`src/rtl/mio_bus_responder.sv`:
```
// mio_bus_responder: target side of the core's CPU_MIO / MemRW / MIO_ready handshake.
// Takes one word request at a time, holds it for a fixed wait, then returns a single-cycle
// MIO_ready pulse with registered read data.
//
// Address map (byte addresses, bits [1:0] ignored):
//   0x0000_0000 .. 4*2^RAM_AW-1 : external synchronous RAM (1-cycle read latency)
//   0xF000_0000                 : LED register, read/write
//   0xF000_0004                 : switch inputs, read-only (writes dropped, no error)
//   0xF000_0008                 : free-running 32-bit counter, read/write
//   anything else               : unmapped, reads return 0, writes dropped, bus_err=1
//
// Ports:
//   clk, rst_n          clock (rising edge) and asynchronous active-low reset
//   CPU_MIO, MemRW      request valid and direction (1=write)
//   Addr_in, Data_in    request byte address and write data
//   Data_out            registered read data, valid while MIO_ready=1, held otherwise
//   MIO_ready, bus_err  completion pulse and unmapped-address flag
//   ram_addr, ram_din   RAM word address and write data, driven from the request latches
//   ram_we, ram_dout    RAM write strobe and RAM read data
//   sw, led             switch inputs and LED register
//
// WAIT_CYCLES is the number of ACCESS cycles beyond the first; legal range 1..15.
module mio_bus_responder #(
  parameter int unsigned WAIT_CYCLES = 1,
  parameter int unsigned RAM_AW      = 10
) (
  input  logic              clk,
  input  logic              rst_n,
  input  logic              CPU_MIO,
  input  logic              MemRW,
  input  logic [31:0]       Addr_in,
  input  logic [31:0]       Data_in,
  output logic [31:0]       Data_out,
  output logic              MIO_ready,
  output logic              bus_err,
  output logic [RAM_AW-1:0] ram_addr,
  output logic [31:0]       ram_din,
  output logic              ram_we,
  input  logic [31:0]       ram_dout,
  input  logic [15:0]       sw,
  output logic [15:0]       led
);

  localparam logic [31:0] LedAddr  = 32'hF000_0000;
  localparam logic [31:0] SwAddr   = 32'hF000_0004;
  localparam logic [31:0] CntAddr  = 32'hF000_0008;
  localparam logic [3:0]  WaitInit = 4'(WAIT_CYCLES);

  typedef enum logic [1:0] {
    StIdle,
    StAccess,
    StResp
  } state_e;

  typedef enum logic [2:0] {
    RegRam,
    RegLed,
    RegSw,
    RegCnt,
    RegNone
  } region_e;

  function automatic region_e decode(input logic [31:0] a);
    logic [31:0] wa;
    wa = {a[31:2], 2'b00};
    if ((wa >> (RAM_AW + 2)) == 32'd0) begin
      return RegRam;
    end else if (wa == LedAddr) begin
      return RegLed;
    end else if (wa == SwAddr) begin
      return RegSw;
    end else if (wa == CntAddr) begin
      return RegCnt;
    end else begin
      return RegNone;
    end
  endfunction

  state_e      state_q, state_d;
  logic [3:0]  wait_q, wait_d;
  logic [31:0] addr_q, addr_d;
  logic [31:0] data_q, data_d;
  logic        we_q, we_d;
  logic [31:0] cnt_q, cnt_d;
  logic [31:0] dout_q, dout_d;
  logic [15:0] led_q, led_d;
  logic        ready_q, ready_d;
  logic        err_q, err_d;
  logic        ram_we_q, ram_we_d;
  region_e     region;

  assign region = decode(addr_q);

  always_comb begin
    state_d  = state_q;
    wait_d   = wait_q;
    addr_d   = addr_q;
    data_d   = data_q;
    we_d     = we_q;
    cnt_d    = cnt_q + 32'd1;
    dout_d   = dout_q;
    led_d    = led_q;
    ready_d  = 1'b0;
    err_d    = 1'b0;
    ram_we_d = 1'b0;

    unique case (state_q)
      StIdle: begin
        if (CPU_MIO) begin
          addr_d   = Addr_in;
          data_d   = Data_in;
          we_d     = MemRW;
          wait_d   = WaitInit;
          // Registered strobe: high exactly for the first ACCESS cycle.
          ram_we_d = MemRW && (decode(Addr_in) == RegRam);
          state_d  = StAccess;
        end
      end

      StAccess: begin
        if (wait_q == 4'd0) begin
          state_d = StResp;
          ready_d = 1'b1;
          err_d   = (region == RegNone);
          if (we_q) begin
            // Writes return zero data; only LED and CNT commit here (RAM wrote earlier).
            dout_d = 32'd0;
            if (region == RegLed) begin
              led_d = data_q[15:0];
            end
            if (region == RegCnt) begin
              cnt_d = data_q;
            end
          end else begin
            unique case (region)
              RegRam:  dout_d = ram_dout;
              RegLed:  dout_d = {16'b0, led_q};
              RegSw:   dout_d = {16'b0, sw};
              RegCnt:  dout_d = cnt_q;
              default: dout_d = 32'd0;
            endcase
          end
        end else begin
          wait_d = wait_q - 4'd1;
        end
      end

      StResp: begin
        state_d = StIdle;
      end

      default: begin
        state_d = StIdle;
      end
    endcase
  end

  always_ff @(posedge clk or negedge rst_n) begin
    if (!rst_n) begin
      state_q  <= StIdle;
      wait_q   <= 4'd0;
      addr_q   <= 32'd0;
      data_q   <= 32'd0;
      we_q     <= 1'b0;
      cnt_q    <= 32'd0;
      dout_q   <= 32'd0;
      led_q    <= 16'd0;
      ready_q  <= 1'b0;
      err_q    <= 1'b0;
      ram_we_q <= 1'b0;
    end else begin
      state_q  <= state_d;
      wait_q   <= wait_d;
      addr_q   <= addr_d;
      data_q   <= data_d;
      we_q     <= we_d;
      cnt_q    <= cnt_d;
      dout_q   <= dout_d;
      led_q    <= led_d;
      ready_q  <= ready_d;
      err_q    <= err_d;
      ram_we_q <= ram_we_d;
    end
  end

  assign Data_out  = dout_q;
  assign MIO_ready = ready_q;
  assign bus_err   = err_q;
  assign led       = led_q;
  assign ram_we    = ram_we_q;
  assign ram_addr  = addr_q[RAM_AW+1:2];
  assign ram_din   = data_q;

endmodule

```
`config.mk`:
```
export PLATFORM = sky130hd
export DESIGN_NAME = mio_bus_responder
export DESIGN_NICKNAME = d
export VERILOG_FILES = /design/src/rtl/mio_bus_responder.sv
export SDC_FILE = /design/constraint.sdc
export NUM_CORES = 1
export LEC_CHECK = 0
export CAP_MARGIN = 20
export CORE_MARGIN = 2
export CORE_UTILIZATION = 43
export CTS_CLUSTER_DIAMETER = 80
export CTS_CLUSTER_SIZE = 24
export DETAILED_ROUTE_END_ITERATION = 7
export PLACE_DENSITY = 0.87
export SLEW_MARGIN = 40
export SYNTH_ARGS = -nofsm -noshare
export SYNTH_HDL_FRONTEND = slang
export SYNTH_SLANG_ARGS = --single-unit
```
`constraint.sdc`:
```
create_clock -name clk -period 2.35 [get_ports clk]
set_clock_uncertainty 0.15 [all_clocks]
set_input_delay 0.3525 -clock clk [delete_from_list [all_inputs] [get_ports clk]]
set_output_delay 0.3525 -clock clk [all_outputs]
set_load 0.02 [all_outputs]
```
# Yosys cells after proc, flatten, opt, wreduce, memory -nomap -nowiden
# Index checks and enable logic that the tools add are counted.
# word_totals
ff_bits	154
inputBits	116
output_inout_bits	93
# classes
add_sub_neg	2
eq_ne	14
n_mux	28
reduce_logical	13
# op_table
cell	count
$eq A30 B30 Y1 const B	6
$mux W32	5
$pmux W32 S4	1
$logic_not A32 Y1	2
$add A32 B1 Y32 const B	1
$mux W3	10
$mux W4	2
$pmux W4 S2	1
$eq A3 B2 Y1 const B	2
$logic_not A3 Y1	2
$mux W1	6
$ne A2 B2 Y1 const B	3
$reduce_and A2 Y1	3
$logic_not A4 Y1	1
$mux W2	2
$pmux W2 S2	1
$reduce_and A4 Y1	1
$sub A4 B1 Y4 const B	1
$eq A3 B1 Y1 const B	1
$eq A3 B3 Y1 const B	1
$reduce_and A3 Y1	1
$eq A2 B1 Y1 const B	1
$logic_not A2 Y1	1
$reduce_bool A2 Y1	1
$logic_and A1 B1 Y1	1

# Longest topological paths before layout
# logic_depth
ltp_word	11
mapped_depth	9
ltp_nobuf	7

# Worst setup path before layout
# Ideal clock, no wire load.
# synth_path
path_kind	flip-flop to flip-flop
from	register wait_q[0]
to	register cnt_q[0]
setup_ns	0.123
t_arrival_ns	2.177
path_slack_ns	-0.100
stages_incl_launch_ff	10
path_buffers	2
period_less_slack_ns	2.450
path_cell_list	dfrtp_1 inv_1 ha_1 or3b_1 or2_1 buf_2 or4_1 buf_4 nor2_2 a21oi_2
# synth_via
elab_chain_cells	3
# synth_lines
element	line_no	source
from (decl)	80	logic [3:0] wait_q, wait_d;
from (signal assigned)	173	wait_q <= wait_d;
$logic_not A4 Y1	121	if (wait_q == 4'd0) begin
$mux W32	121	
$mux W32	107	unique case (state_q)
named net cnt_d[0]	84	logic [31:0] cnt_q, cnt_d;
to (signal assigned)	177	cnt_q <= cnt_d;
to (decl)	84	
# The timed path passes the listed nets, and every way through them passes these cells.
# A chain may end at the register's enable or synchronous reset.

# Worst setup path in the final report
# layout_path
from	register addr_q[10]
to	register cnt_q[0]
# layout_via
elab_chain_cells	10
# layout_lines
element	line_no	source
from (decl)	81	logic [31:0] addr_q, addr_d;
from (signal assigned)	174	addr_q <= addr_d;
$eq A30 B30 Y1	72	end else if (wa == CntAddr) begin
$mux W3	72	
$mux W3	70	end else if (wa == SwAddr) begin
$mux W3 *	68	end else if (wa == LedAddr) begin
$mux W3 *	66	if ((wa >> (RAM_AW + 2)) == 32'd0) begin
$eq A3 B2 Y1 *	131	if (region == RegCnt) begin
$mux W32 *	131	
$mux W32 *	125	if (we_q) begin
$mux W32 *	121	
$mux W32 *	107	
named net cnt_d[0]	84	
# The timed path passes the listed nets; every way through them passes the cells marked *.

==> results.md <==
- Status: finished with violations
- Failing checks: setup timing
- Final hold vios: 0
- Worst Setup Path Type: flip-flop to flip-flop
- Internal Power: 7.17 mW
- Rows: 47
- Routed vias: 5,764
- Sw frac: 33.4%
- Critical path endpoint category: flip-flop
- Layout cells sized above 1: 24.5%
- Via-per-instance ratio: 5.25
- Core ar.: 16,500 sq um
- Psw: 3.60 mW
- Power per cell area: 1020 nW/um^2
- Synth Warn #: 0
- Die H: 133 um
- Final setup vio count: 13
- Register clock-pin slew on the reported worst setup and hold paths: 0.06 ns
- Cells after synthesis: 639
- Async set-reset flop share out of synthesis: 100%
- Fin crit share: 102%
- Die ar.: 17,800 sq um
- Net count after synthesis: 757
- Tot Pwr: 10.8 mW
- Top_reg_cell synth: dfrtp_1
- Final GP Congestion: 0.779
- Max frequency: 416 MHz
- CTS tree: yes
- WP data required: 2.50 ns
- Root Driver: clkbuf_16
- Max H-tree Level: 4
- Clk buf depth: 2
- Number of max-cap violations: 0
- Synth Area per Inst: 11.3 sq um
- Vias in the first global route: 6,176
- Worst hold path type: primary input to asynchronous set/reset pin
- Register area share after synthesis: 52.8%
- Unique cell type count in the Yosys netlist: 51
- Worst-path maximum fanout: 7
- Buffers on Ports: 206
- Clk Latency, worst-skew pair: 0.43 ns
- Drt drc: 0
- Worst-Margin Slew: 0.574 ns
- Clock share of power: 26.6%
- Die Wd: 133 um
- Post-route setup slack: -0.0565 ns
- Initial Utilization: 43.8%
- Mapped Area: 7210 sq um
- Antenna Cells: 0
- Max Slew Vio Count: 0
- ANT nets after route: 0
- Drt initial violations: 319
- Drt pass-1 iters: 6
- Area Overhead vs Synth: 46.9%
- Clk sinks: 152
- Combinational share of power: 36.1%
- Detailed-route wire length per cell: 18.5 um
- Total Wirelength: 20,200 um
- Global route total overflow: 0
- Crit start category: flip-flop
- Final net count: 983
- Highest ir drop seen on vdd: 0.550 mV
- Number of synthesized flops with an enable pin: 0
- Initial antenna violation count: 0
- Commonest non-fill, non-tap cell in the layout: clkdlybuf4s50_1
- Worst Path Arrival: 2.56 ns
- Total Routing Usage GR: 23.1%
- CTS buffer count: 17
- Reg power frac: 37.3%
- I/O pin cnt: 209
- Largest net degree at the start of global routing: 59
- #FFs+latches synth: 152
- RSZ-0062 raised after global routing: yes
- Core Util, Final: 64.3%
- Commonest non-fill, non-tap cells in the layout: clkdlybuf4s50_1 (205), dfrtp_1 (152), nand2_1 (80)
- Min Tclk post-route: 2.41 ns
- Worst rel slew slack: 61.7%
- P_leak: 4.38 nW
- First-pass GRT wire length: 32,300 um
- DP HPWL: 14,300 um
flip-flops by register name, summed over array words and instances, names as in the netlist, 2 cells and up:
signal / count
ram_din: 32
wait_q: 4
cnt_q: 32
Data_out: 32
led: 16
addr_q: 30
state_q: 2
cells by family after synthesis:
group / Yosys count / synth area share, %
AO/OA/AOI/OAI: 119 / 10.2
XOR/XNOR: 31 / 3.77
adder cells (fa/ha/maj): 2 / 0.347
buffers and inverters: 55 / 3.94
flip-flops: 152 / 52.8
multiplexers: 96 / 15.2
AND/OR/NAND/NOR: 184 / 13.7
cell usage after synthesis, drive strengths merged (9+ instances only):
cell	instances	area, sq um
a22oi	33	248
nor3	13	70.1
nand2	92	363
mux2i	16	160
nand3	10	62.6
xnor2	23	201
nand4	12	81.3
dfrtp	152	3800
nor4	16	115
mux2	80	938
nor2	15	71.3
o21ai	62	310
inv	9	33.8
a21oi	20	149
clkbuf	23	86.3
buf	23	164
metal layers:
metal | share of wire [%] | vias up | routed length [um] | track usage, %
met5 | 0 | - | 0 | 0
met3 | 5.5 | 36 | 1120 | 5.44
met2 | 49 | 190 | 9980 | 38.0
met1 | 43 | 2816 | 8750 | 30.3
met4 | 1.9 | 0 | 394 | 7.92
li1 | - | 2722 | - | -
power groups by stage:
| stage | clock network [mW] | logic [mW] | registers, mW |
|---|---|---|---|
| after floorplan | 0 | 1.72 | 4.32 |
| after CTS | 2.90 | 3.87 | 4.00 |
| after global routing | 3.02 | 4.15 | 4.12 |
| final | 2.86 | 3.89 | 4.02 |
| after detailed placement | 0 | 3.81 | 4.04 |
| after global placement | 0 | 3.73 | 4.00 |
layout make-up:
type                    count  area [sq um]
fillers                  1288          5880
flip-flops and latches    152          3800
multi-input cells         432          3280
repair buffers            253          2580
clock buffers              19           433
well taps                 220           275
clock inverters            12           176
inverters                   9          33.8
critical path: stages (launching register included):
cell     delay (ns)
dfrtp_1        0.38
or4b_4         0.55
or3_4          0.41
or4_4          0.65
nor2_2         0.13
a21oi_2        0.04
stage by stage:
step,area [sq um],setup slack (ns),instances,hold WS [ns],setup TNS (ns)
finish,10600,-0.0565,1097,0.336,-0.338
detailed placement,9730,-0.0606,1059,0.225,-0.491
global route,10600,-0.0895,1097,0.354,-1.22
global placement,9730,-0.0323,1059,0.224,-0.336
floorplan,7230,0.0128,639,-0.0931,0
CTS,10400,-0.0214,1091,0.336,-0.0410
final timing paths:
| path | startpoint | endpoint | slack [ns] | cells past startpoint |
|---|---|---|---|---|
| worst min-delay path | rst_n | addr_q[5] | 0.34 | 2 |
| worst max register to register | addr_q[10] | cnt_q[0] | -0.06 | 5 |
| worst min register to register | Data_out[5] | Data_out[5] | 0.34 | 2 |
| min in group clk | Data_out[5] | Data_out[5] | 0.34 | 2 |
| max in group asynchronous | rst_n | cnt_q[28] | 1.07 | 3 |
| worst max-delay path | addr_q[10] | cnt_q[0] | -0.06 | 5 |
timing repair:
item	4_1_cts	5_1_grt
gates cloned	0	2
resized for setup	6	38
pin swaps	4	26
hold buffers	1	0
setup buffers	0	4
hold endpoints to repair	54	0
setup endpoints to repair	21	80
Note: power is estimated with default switching activity, not from simulation.
